### config.mk
export PLATFORM = sky130hd
export DESIGN_NAME = mul_unit_flat
export DESIGN_NICKNAME = d
export VERILOG_FILES = /design/src/rtl/mul_unit_pkg.sv /design/src/rtl/mul_unit_if.sv /design/src/rtl/mux.sv /design/src/rtl/mul_unit.sv /design/src/flat_wrapper.sv
export SDC_FILE = /design/constraint.sdc
export NUM_CORES = 1
export LEC_CHECK = 0
export BUFFER_PORTS_ARGS = -buffer_cell sky130_fd_sc_hd__buf_2
export CAP_MARGIN = 20
export CORE_AREA = 4 4 271 273
export DETAILED_ROUTE_END_ITERATION = 16
export DIE_AREA = 0 0 275 277
export GPL_ROUTABILITY_DRIVEN = 0
export REMOVE_ABC_BUFFERS = 1
export SLEW_MARGIN = 5
export SYNTH_ARGS = -nofsm -noshare
export SYNTH_HDL_FRONTEND = slang
export SYNTH_SLANG_ARGS = --single-unit
### constraint.sdc
create_clock -name clk -period 3.8 [get_ports clk]
set_input_delay 0 -clock clk [delete_from_list [all_inputs] [get_ports clk]]
set_output_delay 0 -clock clk [all_outputs]
set_load 0.005 [all_outputs]
### src/rtl/mul_unit_pkg.sv
// Shared types and constants for the iterative shift-add multiplier.
// The control-unit decoder reuses mul_op_t.
package mul_unit_pkg;

   localparam int unsigned WORD_W    = 64;
   localparam int unsigned MUL_CNT_W = $clog2(WORD_W);

   typedef enum logic [1:0] {
      MUL   = 2'b00,
      UMULH = 2'b01,
      SMULH = 2'b10,
      RSVD  = 2'b11
   } mul_op_t;

   typedef enum logic [1:0] {
      IDLE = 2'b00,
      RUN  = 2'b01,
      FIX  = 2'b10,
      DONE = 2'b11
   } mul_state_t;

   // High-half ops select product[2W-1:W]; MUL and reserved take the low half.
   function automatic logic is_high_half(input mul_op_t op);
      return (op == UMULH) || (op == SMULH);
   endfunction

endpackage

### src/rtl/mul_unit_if.sv
// Request/response bundle between the execute stage and the multiplier.
interface mul_unit_if
   import mul_unit_pkg::*;
#(
   parameter int unsigned WIDTH = WORD_W
);
   logic             start;
   mul_op_t          op;
   logic [WIDTH-1:0] a_in;
   logic [WIDTH-1:0] b_in;
   logic             busy;
   logic             done;
   logic [WIDTH-1:0] result;

   modport master (
      output start, op, a_in, b_in,
      input  busy, done, result
   );

   modport slave (
      input  start, op, a_in, b_in,
      output busy, done, result
   );
endinterface

### src/rtl/mux.sv
// Generic two-input word mux; sel_i = 1 picks b_i.
module mux #(
   parameter int unsigned WIDTH = 64
) (
   input  logic [WIDTH-1:0] a_i,
   input  logic [WIDTH-1:0] b_i,
   input  logic             sel_i,
   output logic [WIDTH-1:0] y_c
);
   assign y_c = sel_i ? b_i : a_i;
endmodule

### src/rtl/mul_unit.sv
// Iterative radix-2 shift-add multiplier for MUL / UMULH / SMULH.
// One product bit per RUN cycle, one FIX cycle for sign, result registered on entering DONE.
module mul_unit
   import mul_unit_pkg::*;
#(
   parameter int unsigned WIDTH = WORD_W
) (
   input  logic       clk,
   input  logic       rst_n,
   mul_unit_if.slave  bus
);

   localparam int unsigned CNT_W  = (WIDTH == WORD_W) ? MUL_CNT_W : $clog2(WIDTH);
   localparam int unsigned PROD_W = 2 * WIDTH;

   mul_state_t        state_q,  state_d;
   mul_op_t           op_q,     op_d;
   logic [WIDTH-1:0]  mcand_q,  mcand_d;
   logic [WIDTH-1:0]  mplier_q, mplier_d;
   logic              neg_q,    neg_d;
   logic [PROD_W-1:0] prod_q,   prod_d;
   logic [CNT_W-1:0]  count_q,  count_d;
   logic              busy_q,   busy_d;
   logic              done_q,   done_d;
   logic [WIDTH-1:0]  result_q, result_d;

   logic              accept_c;
   logic              is_signed_c;
   logic [WIDTH:0]    sum_c;
   logic [WIDTH-1:0]  addend_c;
   logic [PROD_W-1:0] fixed_c;
   logic [WIDTH-1:0]  sel_result_c;

   // Partial-product add with carry-out, and the sign-corrected full product.
   assign addend_c     = mplier_q[0] ? mcand_q : '0;
   assign sum_c        = {1'b0, prod_q[PROD_W-1:WIDTH]} + {1'b0, addend_c};
   assign fixed_c      = neg_q ? -prod_q : prod_q;
   assign accept_c     = bus.start && ((state_q == IDLE) || (state_q == DONE));
   assign is_signed_c  = (bus.op == SMULH);

   mux #(
      .WIDTH (WIDTH)
   ) u_half_sel (
      .a_i   (fixed_c[WIDTH-1:0]),
      .b_i   (fixed_c[PROD_W-1:WIDTH]),
      .sel_i (is_high_half(op_q)),
      .y_c   (sel_result_c)
   );

   // Next-state and datapath update.
   always_comb begin
      state_d  = state_q;
      op_d     = op_q;
      mcand_d  = mcand_q;
      mplier_d = mplier_q;
      neg_d    = neg_q;
      prod_d   = prod_q;
      count_d  = count_q;
      result_d = result_q;
      done_d   = 1'b0;

      unique case (state_q)
         IDLE: ;
         RUN: begin
            prod_d   = {sum_c, prod_q[WIDTH-1:1]};
            mplier_d = mplier_q >> 1;
            count_d  = count_q + CNT_W'(1);
            if (count_q == CNT_W'(WIDTH - 1)) begin
               state_d = FIX;
            end
         end
         FIX: begin
            prod_d   = fixed_c;
            result_d = sel_result_c;
            done_d   = 1'b1;
            state_d  = DONE;
         end
         DONE: state_d = IDLE;
         default: state_d = IDLE;
      endcase

      // An accepted start overrides the IDLE/DONE defaults above.
      if (accept_c) begin
         op_d     = bus.op;
         mcand_d  = (is_signed_c && bus.a_in[WIDTH-1]) ? -bus.a_in : bus.a_in;
         mplier_d = (is_signed_c && bus.b_in[WIDTH-1]) ? -bus.b_in : bus.b_in;
         neg_d    = is_signed_c && (bus.a_in[WIDTH-1] ^ bus.b_in[WIDTH-1]);
         prod_d   = '0;
         count_d  = '0;
         state_d  = RUN;
      end

      busy_d = (state_d == RUN) || (state_d == FIX);
   end

   always_ff @(posedge clk) begin
      if (!rst_n) begin
         state_q  <= IDLE;
         op_q     <= MUL;
         mcand_q  <= '0;
         mplier_q <= '0;
         neg_q    <= 1'b0;
         prod_q   <= '0;
         count_q  <= '0;
         busy_q   <= 1'b0;
         done_q   <= 1'b0;
         result_q <= '0;
      end else begin
         state_q  <= state_d;
         op_q     <= op_d;
         mcand_q  <= mcand_d;
         mplier_q <= mplier_d;
         neg_q    <= neg_d;
         prod_q   <= prod_d;
         count_q  <= count_d;
         busy_q   <= busy_d;
         done_q   <= done_d;
         result_q <= result_d;
      end
   end

   assign bus.busy   = busy_q;
   assign bus.done   = done_q;
   assign bus.result = result_q;

endmodule

### src/flat_wrapper.sv
// flat-port wrapper written by rule: the top's interface ports become plain ports
module mul_unit_flat import mul_unit_pkg::*;
#(
   parameter int unsigned WIDTH = WORD_W
)
  (clk, rst_n, bus_start, bus_op, bus_a_in, bus_b_in, bus_busy, bus_done, bus_result);
  mul_unit_if #(.WIDTH(WIDTH)) bus_i ();
  input  logic clk;
  input  logic rst_n;
  input wire logic [$bits(bus_i.start)-1:0] bus_start;
  input wire logic [$bits(bus_i.op)-1:0] bus_op;
  input wire logic [$bits(bus_i.a_in)-1:0] bus_a_in;
  input wire logic [$bits(bus_i.b_in)-1:0] bus_b_in;
  output wire logic [$bits(bus_i.busy)-1:0] bus_busy;
  output wire logic [$bits(bus_i.done)-1:0] bus_done;
  output wire logic [$bits(bus_i.result)-1:0] bus_result;
  assign bus_i.start = bus_start;
  assign bus_i.op = bus_op;
  assign bus_i.a_in = bus_a_in;
  assign bus_i.b_in = bus_b_in;
  assign bus_busy = bus_i.busy;
  assign bus_done = bus_i.done;
  assign bus_result = bus_i.result;
  mul_unit #(.WIDTH(WIDTH)) u_core (.clk(clk), .rst_n(rst_n), .bus(bus_i));
endmodule
==> results.txt, run 1 <==
The dominant register cell in the synthesized netlist is sky130_fd_sc_hd__dfxtp_1. The clock slew at the register clock pins of the worst setup and hold paths is 0.06 ns. The tree is rooted in a sky130_fd_sc_hd__clkbuf_16.

The die span in x works out to 275 µm. In this run, the number of DRC markers left after iteration 0 of detailed routing was 1961. The max-slew violation count came out at 0. The critical path in this run is classified as flop to flop.

For the final worst slack, the log shows 0.0696 ns. Post-detailed-route count of antenna-violating nets: 0. STA classifies the critical path endpoint as a flop. Data required time of the critical path: 4.22 ns.

The post-route clock skew was 0.0370 ns; the synthesized cell area was 0.0246 mm². The count of port buffers added during placement was 198; the leakage dissipation was 12.3 nW. The height of the chip is 277 µm. For this design the total switching power over the nets is 2.90 mW.

For the area of all sequential standard cells, the log shows 0.00667 mm². At the pin with the least slew margin, the transition time is 0.961 ns. Counting every sink on the clock net gives 333.

The logs give 6.91 mW for the cell-internal power and -0.0224 ns for the worst setup timing slack at the placement stage. Summed over all nets, the half-perimeter wirelength after detailed placement is 64600 µm. For this run, asynchronously set or reset flops after synthesis account for 0%. In this run the deepest clock path goes through 3 buffers. For this configuration, the core starts out at a cell density of 34.6%. Across the VDD grid, the largest voltage drop is 251 µV. Yosys instantiated no cell more often than sky130_fd_sc_hd__nor2_1. Number of failing hold endpoints at the final stage: 0. In this run the tightest slew margin relative to its limit is 35.6%. Sequential cells burn 38.2% of the power. Yosys mapped a number of flops with a built-in enable equal to 0.

The clock share of power is 42.1%. The run gives 27.1% as the sequential area share after synthesis. Synthesis instantiated 89 different standard cells from the library. Class of the tightest hold or removal check: primary input to flop. Entering global routing, the biggest net connects 149 pins.

By count the netlist is led by 355 x sky130_fd_sc_hd__nor2_1, 333 x sky130_fd_sc_hd__dfxtp_1, 315 x sky130_fd_sc_hd__a21oi_1, 299 x sky130_fd_sc_hd__nand2_1, 241 x sky130_fd_sc_hd__clkbuf_1. Setup repair after global routing could not meet its margin everywhere. Summing all multi-input logic gate instances after layout gives 0.0170 mm². The die outline area came out at 0.0762 mm². The post-synthesis cell count came out at 3300. The logs give 9 for the initial antenna violation count and 199 for the number of top-level pins. Static timing analysis puts the maximum clock frequency at 268 MHz. In the global route stage, overall resource usage came out at 22.1%. The flow ran to the end, and the final reports show no timing, DRC or antenna violations. The average routed wire per standard cell works out to 19.1 µm. At the end of the flow the core is filled with cells to 43.1%. The CTS buffer count came out at 40. The time the worst path needs with I/O delays and setup works out to 3.73 ns. The switching share of power was 29.6%; the post-synthesis sequential element count was 333.

In the routed layout, each cell is associated on average with a via count of 5.57. The first global-routing pass estimated 137000 µm of wire. The area share of the largest cell type after synthesis is 27.1%. The via count of the first global-routing pass is 24000.

sky130_fd_sc_hd__dfxtp_1 takes more of the synthesized area than any other cell. The clock reaches the later pin of the worst-skew pair after 0.57 ns. Row generation in the floorplan step produced 98 rows.

Power spread over the standard cell area amounts to 320 mW/mm². Setup violations remaining at the end of the flow were counted as 0. For the overall routed net length, the log shows 88400 µm. The count of yosys warnings during synthesis was 0. The run gives 25800 as the via count of the routed design. Dividing the final minimum period by the clock period gives 98.2%. Ranked by total cell area, the synthesized netlist is headed by sky130_fd_sc_hd__dfxtp_1 27%, sky130_fd_sc_hd__a21oi_1 6.4%, sky130_fd_sc_hd__nor2_1 5.4%. The run gives 7304 as the number of fillers in the final layout. Compared with the post-synthesis result, the final layout area differs by 24.8%. Global routing finished with a remaining overflow of 0.

The first detailed-routing pass ran for 5 iterations. STA classifies the critical path startpoint as a flop. Combinational logic burns 19.7% of the power. For this run, design rule violations remaining after detail routing come to 0. The tools report the data arrival at the endpoint of the critical path as 4.15 ns. The count of nets after finishing was 3847. TritonCTS built the clock tree.

The largest fanout of any net on the critical path works out to 4. The floorplan step defined a core boundary enclosing 0.0711 mm². The tool flagged a number of max-cap violations equal to 0.

The H-tree was split into 2 levels. The synthesized area per cell came out at 7.45 µm². The share of cells above drive strength 1 came out at 15.4%.
timing repair:
action | 4_1_cts | 5_1_grt
setup buffers | 1 | 3
endpoints found under the setup margin | 5 | 34
hold endpoints to repair | 132 | 0
pin swaps | 0 | 5
hold buffers | 171 | 0
gates resized for setup | 3 | 26
layout make-up:
cell class / count / share of cell area, %
timing repair buffer: 567 / 13.9
antenna: 8 / 0.0653
tap: 950 / 3.87
clock inverter: 17 / 0.681
inverter: 38 / 0.481
multi-input combinational: 2663 / 55.4
sequential: 333 / 21.7
clock buffer: 57 / 3.90
path summary, 6_finish.rpt:
path,from,endpoint,slack (ns),depth (start not counted)
min reg2reg,u_core.bus.result[25]$_SDFFE_PN0P_,u_core.bus.result[25]$_SDFFE_PN0P_,0.44,2
max reg2reg,u_core.prod_q[0]$_SDFFE_PP0P_,u_core.prod_q[114]$_SDFFE_PP0P_,0.07,13
min,bus_a_in[17],u_core.mcand_q[18]$_SDFFE_PN0P_,0.04,5
max,u_core.prod_q[0]$_SDFFE_PP0P_,u_core.prod_q[114]$_SDFFE_PP0P_,0.07,13
cell usage in the layout, fill, tap and decap left out, types with 11 or more instances in the layout:
| cell type | instances |
|---|---|
| sky130_fd_sc_hd__nand2_1 | 296 |
| sky130_fd_sc_hd__a21oi_1 | 314 |
| sky130_fd_sc_hd__nand3_1 | 41 |
| sky130_fd_sc_hd__a211oi_1 | 156 |
| sky130_fd_sc_hd__a21o_1 | 47 |
| sky130_fd_sc_hd__xnor2_1 | 142 |
| sky130_fd_sc_hd__nor4_1 | 27 |
| sky130_fd_sc_hd__or4_1 | 39 |
| sky130_fd_sc_hd__a22oi_1 | 44 |
| sky130_fd_sc_hd__nand4_1 | 37 |
| sky130_fd_sc_hd__o41ai_1 | 29 |
| sky130_fd_sc_hd__inv_1 | 34 |
| sky130_fd_sc_hd__xor2_1 | 136 |
| sky130_fd_sc_hd__o21ai_0 | 212 |
| sky130_fd_sc_hd__ha_1 | 68 |
| sky130_fd_sc_hd__mux2i_1 | 69 |
| sky130_fd_sc_hd__dfxtp_1 | 332 |
| sky130_fd_sc_hd__a311oi_1 | 19 |
| sky130_fd_sc_hd__clkbuf_16 | 42 |
| sky130_fd_sc_hd__nor2b_1 | 23 |
| sky130_fd_sc_hd__buf_4 | 192 |
| sky130_fd_sc_hd__and2_1 | 103 |
| sky130_fd_sc_hd__dlygate4sd3_1 | 171 |
| sky130_fd_sc_hd__or3_1 | 61 |
| sky130_fd_sc_hd__and3_1 | 11 |
| sky130_fd_sc_hd__nor2_1 | 352 |
| sky130_fd_sc_hd__a31oi_1 | 24 |
| sky130_fd_sc_hd__o211ai_1 | 12 |
| sky130_fd_sc_hd__o221ai_1 | 19 |
| sky130_fd_sc_hd__o21bai_1 | 15 |
| sky130_fd_sc_hd__o31ai_1 | 49 |
| sky130_fd_sc_hd__mux2_2 | 19 |
| sky130_fd_sc_hd__nand2b_1 | 16 |
| sky130_fd_sc_hd__nor3_1 | 94 |
| sky130_fd_sc_hd__buf_2 | 198 |
| sky130_fd_sc_hd__or2_2 | 14 |
sequential cells by signal, indices dropped and copies added (netlist names), 2 cells and up:
signal,count
u_core.prod_q,128
u_core.bus.result,64
u_core.mcand_q,64
u_core.mplier_q,64
u_core.count_q,6
u_core.op_q,2
u_core.state_q,2
through the flow:
stage	TNS [ns]	cells	power, mW	hold slack [ns]	cell area (µm²)
2_1_floorplan	-1084.78	3034	4.83	0.118	23600
3_3_place_gp	0	4376	5.53	0.277	27400
3_5_place_dp	-0.0326	4376	5.53	0.290	27400
4_1_cts	0	4622	9.83	0.0192	30500
5_1_grt	-0.0357	4632	10.2	0.0649	30700
6_report	0	4633	9.81	0.0376	30700
power groups by stage:
stage / registers, mW / clock network (mW) / logic [mW]
after CTS: 3.74 / 4.20 / 1.89
after detailed placement: 3.82 / 0 / 1.72
after global routing: 3.76 / 4.34 / 2.10
final: 3.74 / 4.13 / 1.94
after floorplan: 3.80 / 0 / 1.03
after global placement: 3.81 / 0 / 1.71
per-layer routing:
layer  up-vias  track usage (%)  share of wire [%]
met1     12000             30.8                 45
met5         -                0             0.0079
met3       166             3.33                6.7
li1      12700                -                  -
met4         2             7.52                3.4
met2       886             35.0                 45
kinds of logic after synthesis:
logic type / Yosys count / share of synthesized area (%)
buffers and inverters: 304 / 4.72
AO/OA/AOI/OAI: 1042 / 27.1
multiplexers: 90 / 3.79
AND/OR/NAND/NOR: 1180 / 23.6
flip-flops: 333 / 27.1
adder cells (fa/ha/maj): 71 / 3.64
XOR/XNOR: 280 / 9.98
worst max-delay path, stage by stage, from the launching register on:
cell	delay (ns)
sky130_fd_sc_hd__dfxtp_1	0.31
sky130_fd_sc_hd__inv_1	0.05
sky130_fd_sc_hd__ha_1	0.15
sky130_fd_sc_hd__or4b_2	0.64
sky130_fd_sc_hd__nor4_2	0.27
sky130_fd_sc_hd__buf_4	0.16
sky130_fd_sc_hd__nand4_1	0.23
sky130_fd_sc_hd__or4_4	0.52
sky130_fd_sc_hd__or3_1	0.38
sky130_fd_sc_hd__o31ai_2	0.29
sky130_fd_sc_hd__nor3_1	0.07
sky130_fd_sc_hd__a21o_1	0.17
sky130_fd_sc_hd__a22oi_1	0.19
sky130_fd_sc_hd__o221ai_1	0.15
Note: power is estimated with default switching activity, not from simulation.
==> run 2: changes to the inputs <==
Settings changed: CAP_MARGIN 20 to not set.
Clock period 3.8 ns to 3.3 ns, I/O delays scaled along.
==> results.txt, run 2 (synthesized netlist as in run 1, its figures left out) <==
Port buffering added 198 buffers. The tools report the number of core rows as 98. The tools report the part of the power in registers as 36.1%. The peak per-stage delay on the critical path was 0.52 ns; the worst-case vdd ir drop was 337 µV. The via count of the routed design was 27100. The final reports fail on negative setup slack. The via count of the first global-routing pass is 25400. The tools report the worst relative slew slack as 34.3%. The actual transition at the worst max-transition pin is 0.984 ns, and the overall routed net length is 93600 µm. The clock share of power is 40.8%, and the first-pass detailed-route iteration total is 5. For this run, the post-layout net count is 4141. Across the run, the number of max-cap violations was 0.

Global routing finished with a remaining overflow of 0. Global router's overall resource usage: 23.1%. The highest clock frequency the design can meet was 286 MHz. The critical path goes through buf_6 > or4_4 > or4_4 > nand4b_4 > or3_4 > or3_4 > o41ai_4 > mux2_4 > o221ai_2 > a21oi_1. Entering global routing, the biggest net connects 134 pins. By startpoint and endpoint, the worst setup path is classified as flop to flop. Setup repair after global routing could not meet its margin everywhere.

TritonCTS built the clock tree. The die is 275 µm wide. The run finished, with violations left. The post-route clock skew came out at 0.0137 ns.

The initial antenna violation count was 15; the wire length of the first global-routing pass was 144000 µm. The largest fanout of any net on the critical path is 2. Dividing the detail-routed via count by the number of cells gives 5.50. On the critical path, the stage with the largest delay is an instance of sky130_fd_sc_hd__or4_4. Counting I/O delays and the setup requirement, the final critical path takes 3.50 ns. The areal power density over the cells is 341 mW/mm².

The internal power of the cells totals 8.29 mW. The share of cells above drive strength 1 was 26.8%. In the layout the commonest cells are 452 x sky130_fd_sc_hd__buf_4, 346 x sky130_fd_sc_hd__nor2_1, 329 x sky130_fd_sc_hd__dfxtp_1, 289 x sky130_fd_sc_hd__nand2_1, 289 x sky130_fd_sc_hd__a21oi_1.

The max-slew violation count was 0; the CTS buffer count was 42. The worst setup path is launched from a flop. Most common library cell in the layout ignoring fill and taps: sky130_fd_sc_hd__buf_4.

In this run the static leakage power is 14.3 nW. In the routed design, unresolved DRC markers number 0. The maximum count of clock buffers along a single path came out at 3.

The tightest hold path in the finished design has a slack of 0.0705 ns. For the starting DRC count in detailed routing, the log shows 2000. The floorplan step defined a die boundary enclosing 0.0762 mm². Net switching is 30.4% of the power. The run gives 333 as the number of sinks handled by clock tree synthesis. The class of the tightest hold or removal check was primary input to flop. The area added between synthesis and finish is 41.9%. The run gives 3.62 mW as the net load switching power.

The share of power burned in combinational logic was 23.1%; the data arrival at the endpoint of the critical path was 3.95 ns. STA classifies the critical path endpoint as a flop. In the final routed layout, each cell accounts on average for 19.0 µm. The H-tree was split into 2 levels. In the finished design, the share of the clock period the worst path needs comes to 106%. Buffer type at the clock tree root: sky130_fd_sc_hd__clkbuf_16. The run gives 0 as the number of failing hold endpoints at the final stage. The layout has 6851 filler cells. Once layout is complete, the utilization of the core stands at 49.1%. Setup violations remaining at the end of the flow were counted as 53. Post-detailed-route count of antenna-violating nets: 0. For flop-to-flop paths, the worst setup slack is -0.20 ns. STA puts the critical path data required time at 3.76 ns. The clock slew at the register clock pins of the worst setup and hold paths was 0.06 ns; the final worst slack was -0.196 ns.

199 I/O pins were placed. The total half-perimeter wirelength after legalization and detailed placement was 67100 µm; the placeable core region was 0.0711 mm². The floorplan step set the die height to 277 µm. The number of flip-flops under the largest register name came out at 128. The initial utilization of the core area, before any placement, comes to 34.6%. The register with the most flip-flops in the final layout is u_core.prod_q.

At the later pin of the worst-skew pair, clock insertion delay measures 0.58 ns.
## run 2: changes by cell type in the layout (fill, tap and decap cells not counted), sizes merged
cell         previous run  this run
clkinv                 10         7
clkbuf                 57        64
bufinv                  4         3
dlygate4sd3           171       166
inv                    39        40
buf                   396       692
clkinvlp                2         1
diode                   8        14
## run 2: metal layers
| layer | track usage (%) | share of wire [%] | routed length, µm |
|---|---|---|---|
| met5 | 0 | 0 | 0 |
| met4 | 8.36 | 3.9 | 3650 |
| met3 | 3.67 | 6.7 | 6230 |
| met2 | 36.6 | 45 | 42100 |
| met1 | 31.8 | 44 | 41600 |
## run 2: layout make-up
cell class	count	area [µm²]	share of cell area (%)
Multi-Input combinational cell	2663	18700	53.7
Timing Repair Buffer	859	6670	19.1
Antenna cell	14	35.0	0.100
Clock buffer	63	1280	3.68
Clock inverter	13	165	0.473
Tap cell	950	1190	3.41
Inverter	38	150	0.430
Sequential cell	333	6680	19.1
## run 2: final timing paths
check                                startpoint                                 end  cells after the start
min                                 bus_a_in[6]      u_core.mcand_q[7]$_SDFFE_PN0P_                      5
min reg2reg  u_core.bus.result[25]$_SDFFE_PN0P_  u_core.bus.result[25]$_SDFFE_PN0P_                      2
max               u_core.prod_q[0]$_SDFFE_PP0P_     u_core.prod_q[119]$_SDFFE_PP0P_                     10
max reg2reg       u_core.prod_q[0]$_SDFFE_PP0P_     u_core.prod_q[119]$_SDFFE_PP0P_                     10
## run 2: power by group through the flow
stage          clock (mW)  combinational [mW]  sequential, mW
6_report             4.86                2.75            4.30
5_1_grt              5.09                2.93            4.32
4_1_cts              4.94                2.44            4.30
3_5_place_dp            0                2.14            4.38
3_3_place_gp            0                2.13            4.38
2_1_floorplan           0                1.19            4.38
## run 2: repair_timing
item	CTS	global route
hold buffers	167	0
setup buffers	15	30
endpoints found under the hold margin	163	0
endpoints found under the setup margin	103	136
gates cloned	0	1
pin swaps	52	147
gates resized for setup	137	271
## run 2: through the flow
| stage | power (mW) | setup WS [ns] | instance area [µm²] | TNS, ns | std cells |
|---|---|---|---|---|---|
| floorplan | 5.56 | -5.51 | 23600 | -1251.28 | 3034 |
| global placement | 6.51 | -0.395 | 29400 | -12.29 | 4637 |
| detailed placement | 6.52 | -0.428 | 29400 | -16.90 | 4637 |
| CTS | 11.7 | -0.165 | 33300 | -1.67 | 4894 |
| global route | 12.3 | -0.291 | 34900 | -11.11 | 4933 |
| finish | 11.9 | -0.196 | 34900 | -4.17 | 4933 |
## run 2: worst max-delay path: cells and delay by family, from the launching register on
kind | cells | cell delay, ns
AOI/OAI and AO/OA | 3 | 0.58
buffers and inverters | 1 | 0.11
muxes | 1 | 0.34
DFF | 1 | 0.34
and+or+nand+nor | 5 | 2.00
==> run 3: changes to the inputs <==
Settings changed: REMOVE_ABC_BUFFERS 1 to not set.
==> results.txt, run 3 (synthesized netlist as in run 1, its figures left out) <==
At the worst endpoint, the required time is 3.76 ns. The register with the most flip-flops in the layout has 128 of them. The run gives 3504 as the post-synthesis net count. After detailed placement, the design holds a cell count of 4627.

Final hold analysis gives a worst-case slack of 0.0382 ns. 0 antenna diodes ended up in the layout. The switching share of power is 30.2%, and the number of levels the H-tree was split into is 2.

Starting DRC count in detailed routing: 2816. The worst path needs 3.44 ns of the cycle, external delays included. The logs give 33.7% for the met1 capacity usage during global routing and 0 for the max-slew violation count. Number of standard cells in the final layout excluding fillers: 4920.

The die covers 0.0762 mm². The cell-internal power is 8.44 mW, and the final sum of negative setup slack is -1.98 ns. The share of cells above drive strength 1 was 26.4%; the number of top-level pins was 199.

For met2 alone, demand over resource in global routing was 37.9%. The run gives 0.59 ns as the worst-skew pair later-pin latency. The worst relative slew slack is 25.5%. The layer flagged by global routing as most heavily used is met2. The run gives 0.0252 ns as the post-route clock skew.

The logs give 333 for the number of sinks handled by clock tree synthesis and 3.90 ns for the data arrival at the endpoint of the critical path. The global router's overall resource usage was 24.5%; the CTS buffer count was 43. The register with the most flip-flops was u_core.prod_q. After clock tree synthesis, the clock-pin slew on the worst setup and hold paths is 0.06 ns. The areal power density over the cells is 349 mW/mm², and the number of fillers in the final layout is 6924. The clock share of power is 42.1%, and the DRC violation count after routing is 0. Combinational cells account for 22.2% of the total power. The area added between synthesis and finish was 40.9%; the fraction of met3 tracks used by global routing was 3.58%.

The tools report the buffer type at the clock tree root as sky130_fd_sc_hd__clkbuf_16. The wire length of the first global-routing pass came out at 150000 µm. For this design the static power due to leakage is 14.2 nW. The logs give 71800 µm for the total half-perimeter wirelength after legalization and detailed placement and 0 for the total congestion overflow after global routing. The tool flagged a number of max-cap violations equal to 0. Of the total power, registers draw 35.6%. The category of the worst setup path capture point was a flop. Placeable core region: 0.0711 mm². The net load switching power was 3.65 mW. The first detailed-routing pass ran for 6 iterations. The final route contains 27600 vias. In this run the deepest clock path goes through 3 buffers. In the finished design, the share of the clock period the worst path needs comes to 104%. Leaving out fill and tap cells, the most frequent cell in the layout is sky130_fd_sc_hd__buf_4. The tools report the sort of element at the start of the critical path as a flop. The count of nets left with antenna violations once routing finished came out at 0.

The final reports fail on negative setup slack. The maximum number of pins on one net before global-route repair came out at 147. The worst setup path is of the flop to flop kind.

For this block, the routed nets add up to 98800 µm of wire. The total power consumption of the routed design is 12.1 mW, and the worst setup timing slack at the placement stage is -0.374 ns. The utilization after layout is 48.7%, and the initial core utilization is 34.6%. The flow ran to the end, but the final reports show violations.

The post-detailed-placement cell area came out at 0.0294 mm². The logs give 98 for the number of core rows and 291 MHz for the highest clock frequency the design can meet. The die span in x is 275 µm.

The worst-case IR drop observed on VDD is 347 µV. The run gives 27 as the total setup violations reported at the end of the flow. The mean number of vias per cell works out to 5.62.

The largest fanout of any net on the critical path came out at 3. The initial antenna violation count came out at 1. Dividing the detail-routed wire length by the instance count gives 20.1 µm. In this run the worst hold path is classified as primary input to flop. The number of failing hold endpoints at the final stage is 0, and the post-route cell area is 0.0346 mm².

Input and output buffers added on the ports amount to 198. At the pin with the least slew margin, the transition time is 1.11 ns. In the final design database the tool counted 4140 nets. Setup repair after global routing could not meet its margin everywhere.

The final worst slack is -0.141 ns. The height of the chip was 277 µm. TritonCTS built the clock tree. The library cells used most frequently in the layout, excluding fill and tap cells, are 452 x sky130_fd_sc_hd__buf_4, 344 x sky130_fd_sc_hd__nor2_1, 329 x sky130_fd_sc_hd__dfxtp_1, 294 x sky130_fd_sc_hd__nand2_1, 286 x sky130_fd_sc_hd__a21oi_1.

The via count of the first global-routing pass was 25400.
[run 3: cell types whose count changed in the layout (fill, tap and decap cells not counted), sizes merged]
cell	previous run	this run
diode	14	0
buf	692	679
dlygate4sd3	166	176
clkbuf	64	55
bufinv	3	7
clkinv	7	11
inv	40	44
bufbuf	0	2
clkinvlp	1	0
[run 3: power by group through the flow]
stage               Sequential (mW)  Clock (mW)  Combinational, mW
finish                         4.31        5.09               2.69
global placement               4.39           0               2.18
global route                   4.33        5.33               2.88
detailed placement             4.39           0               2.19
floorplan                      4.35           0               1.26
CTS                            4.30        5.18               2.49
[run 3: path summary, 6_finish.rpt]
path | start | endpoint | slack [ns] | cells past startpoint
worst max-delay path | u_core.prod_q[1]$_SDFFE_PP0P_ | u_core.bus.result[48]$_SDFFE_PN0P_ | -0.14 | 14
worst min-delay path | bus_b_in[3] | u_core.mplier_q[5]$_SDFFE_PN0P_ | 0.04 | 5
worst max register to register | u_core.prod_q[1]$_SDFFE_PP0P_ | u_core.bus.result[48]$_SDFFE_PN0P_ | -0.14 | 14
worst min register to register | u_core.bus.result[23]$_SDFFE_PN0P_ | u_core.bus.result[23]$_SDFFE_PN0P_ | 0.44 | 2
[run 3: critical path: stages, from the launching register on]
cell and delay, ns:
sky130_fd_sc_hd__dfxtp_2 0.33, sky130_fd_sc_hd__inv_2 0.06, sky130_fd_sc_hd__ha_4 0.12, sky130_fd_sc_hd__or4b_4 0.50
sky130_fd_sc_hd__nor4b_4 0.29, sky130_fd_sc_hd__nand4_1 0.23, sky130_fd_sc_hd__buf_4 0.21, sky130_fd_sc_hd__nor3_2 0.19
sky130_fd_sc_hd__buf_4 0.15, sky130_fd_sc_hd__nand4_1 0.16, sky130_fd_sc_hd__o41ai_2 0.45, sky130_fd_sc_hd__xor2_1 0.32
sky130_fd_sc_hd__nor2_2 0.13, sky130_fd_sc_hd__o22ai_2 0.11, sky130_fd_sc_hd__nor2_1 0.06
[run 3: what timing repair did]
item                                    4_1_cts  5_1_grt
buffers inserted                             16       23
hold buffers                                180        0
gates resized for setup                     102      230
gates cloned                                  2        0
hold endpoints to repair                    135        0
endpoints found under the setup margin       74      107
pin swaps                                    34      112
[run 3: layout make-up]
cell class	instances	area (µm²)	area share [%]
timing repair buffer	857	6630	19.1
tap	950	1190	3.43
multi-input combinational	2663	18500	53.4
inverter	38	148	0.426
sequential	333	6680	19.3
clock inverter	24	322	0.928
clock buffer	55	1180	3.41
[run 3: metal layers]
| layer | vias to the layer above | share of wire [%] |
|---|---|---|
| met1 | 13000 | 43 |
| met4 | 2 | 5.0 |
| met5 | - | 0.017 |
| met2 | 1082 | 44 |
| met3 | 223 | 7.2 |
| li1 | 13300 | - |
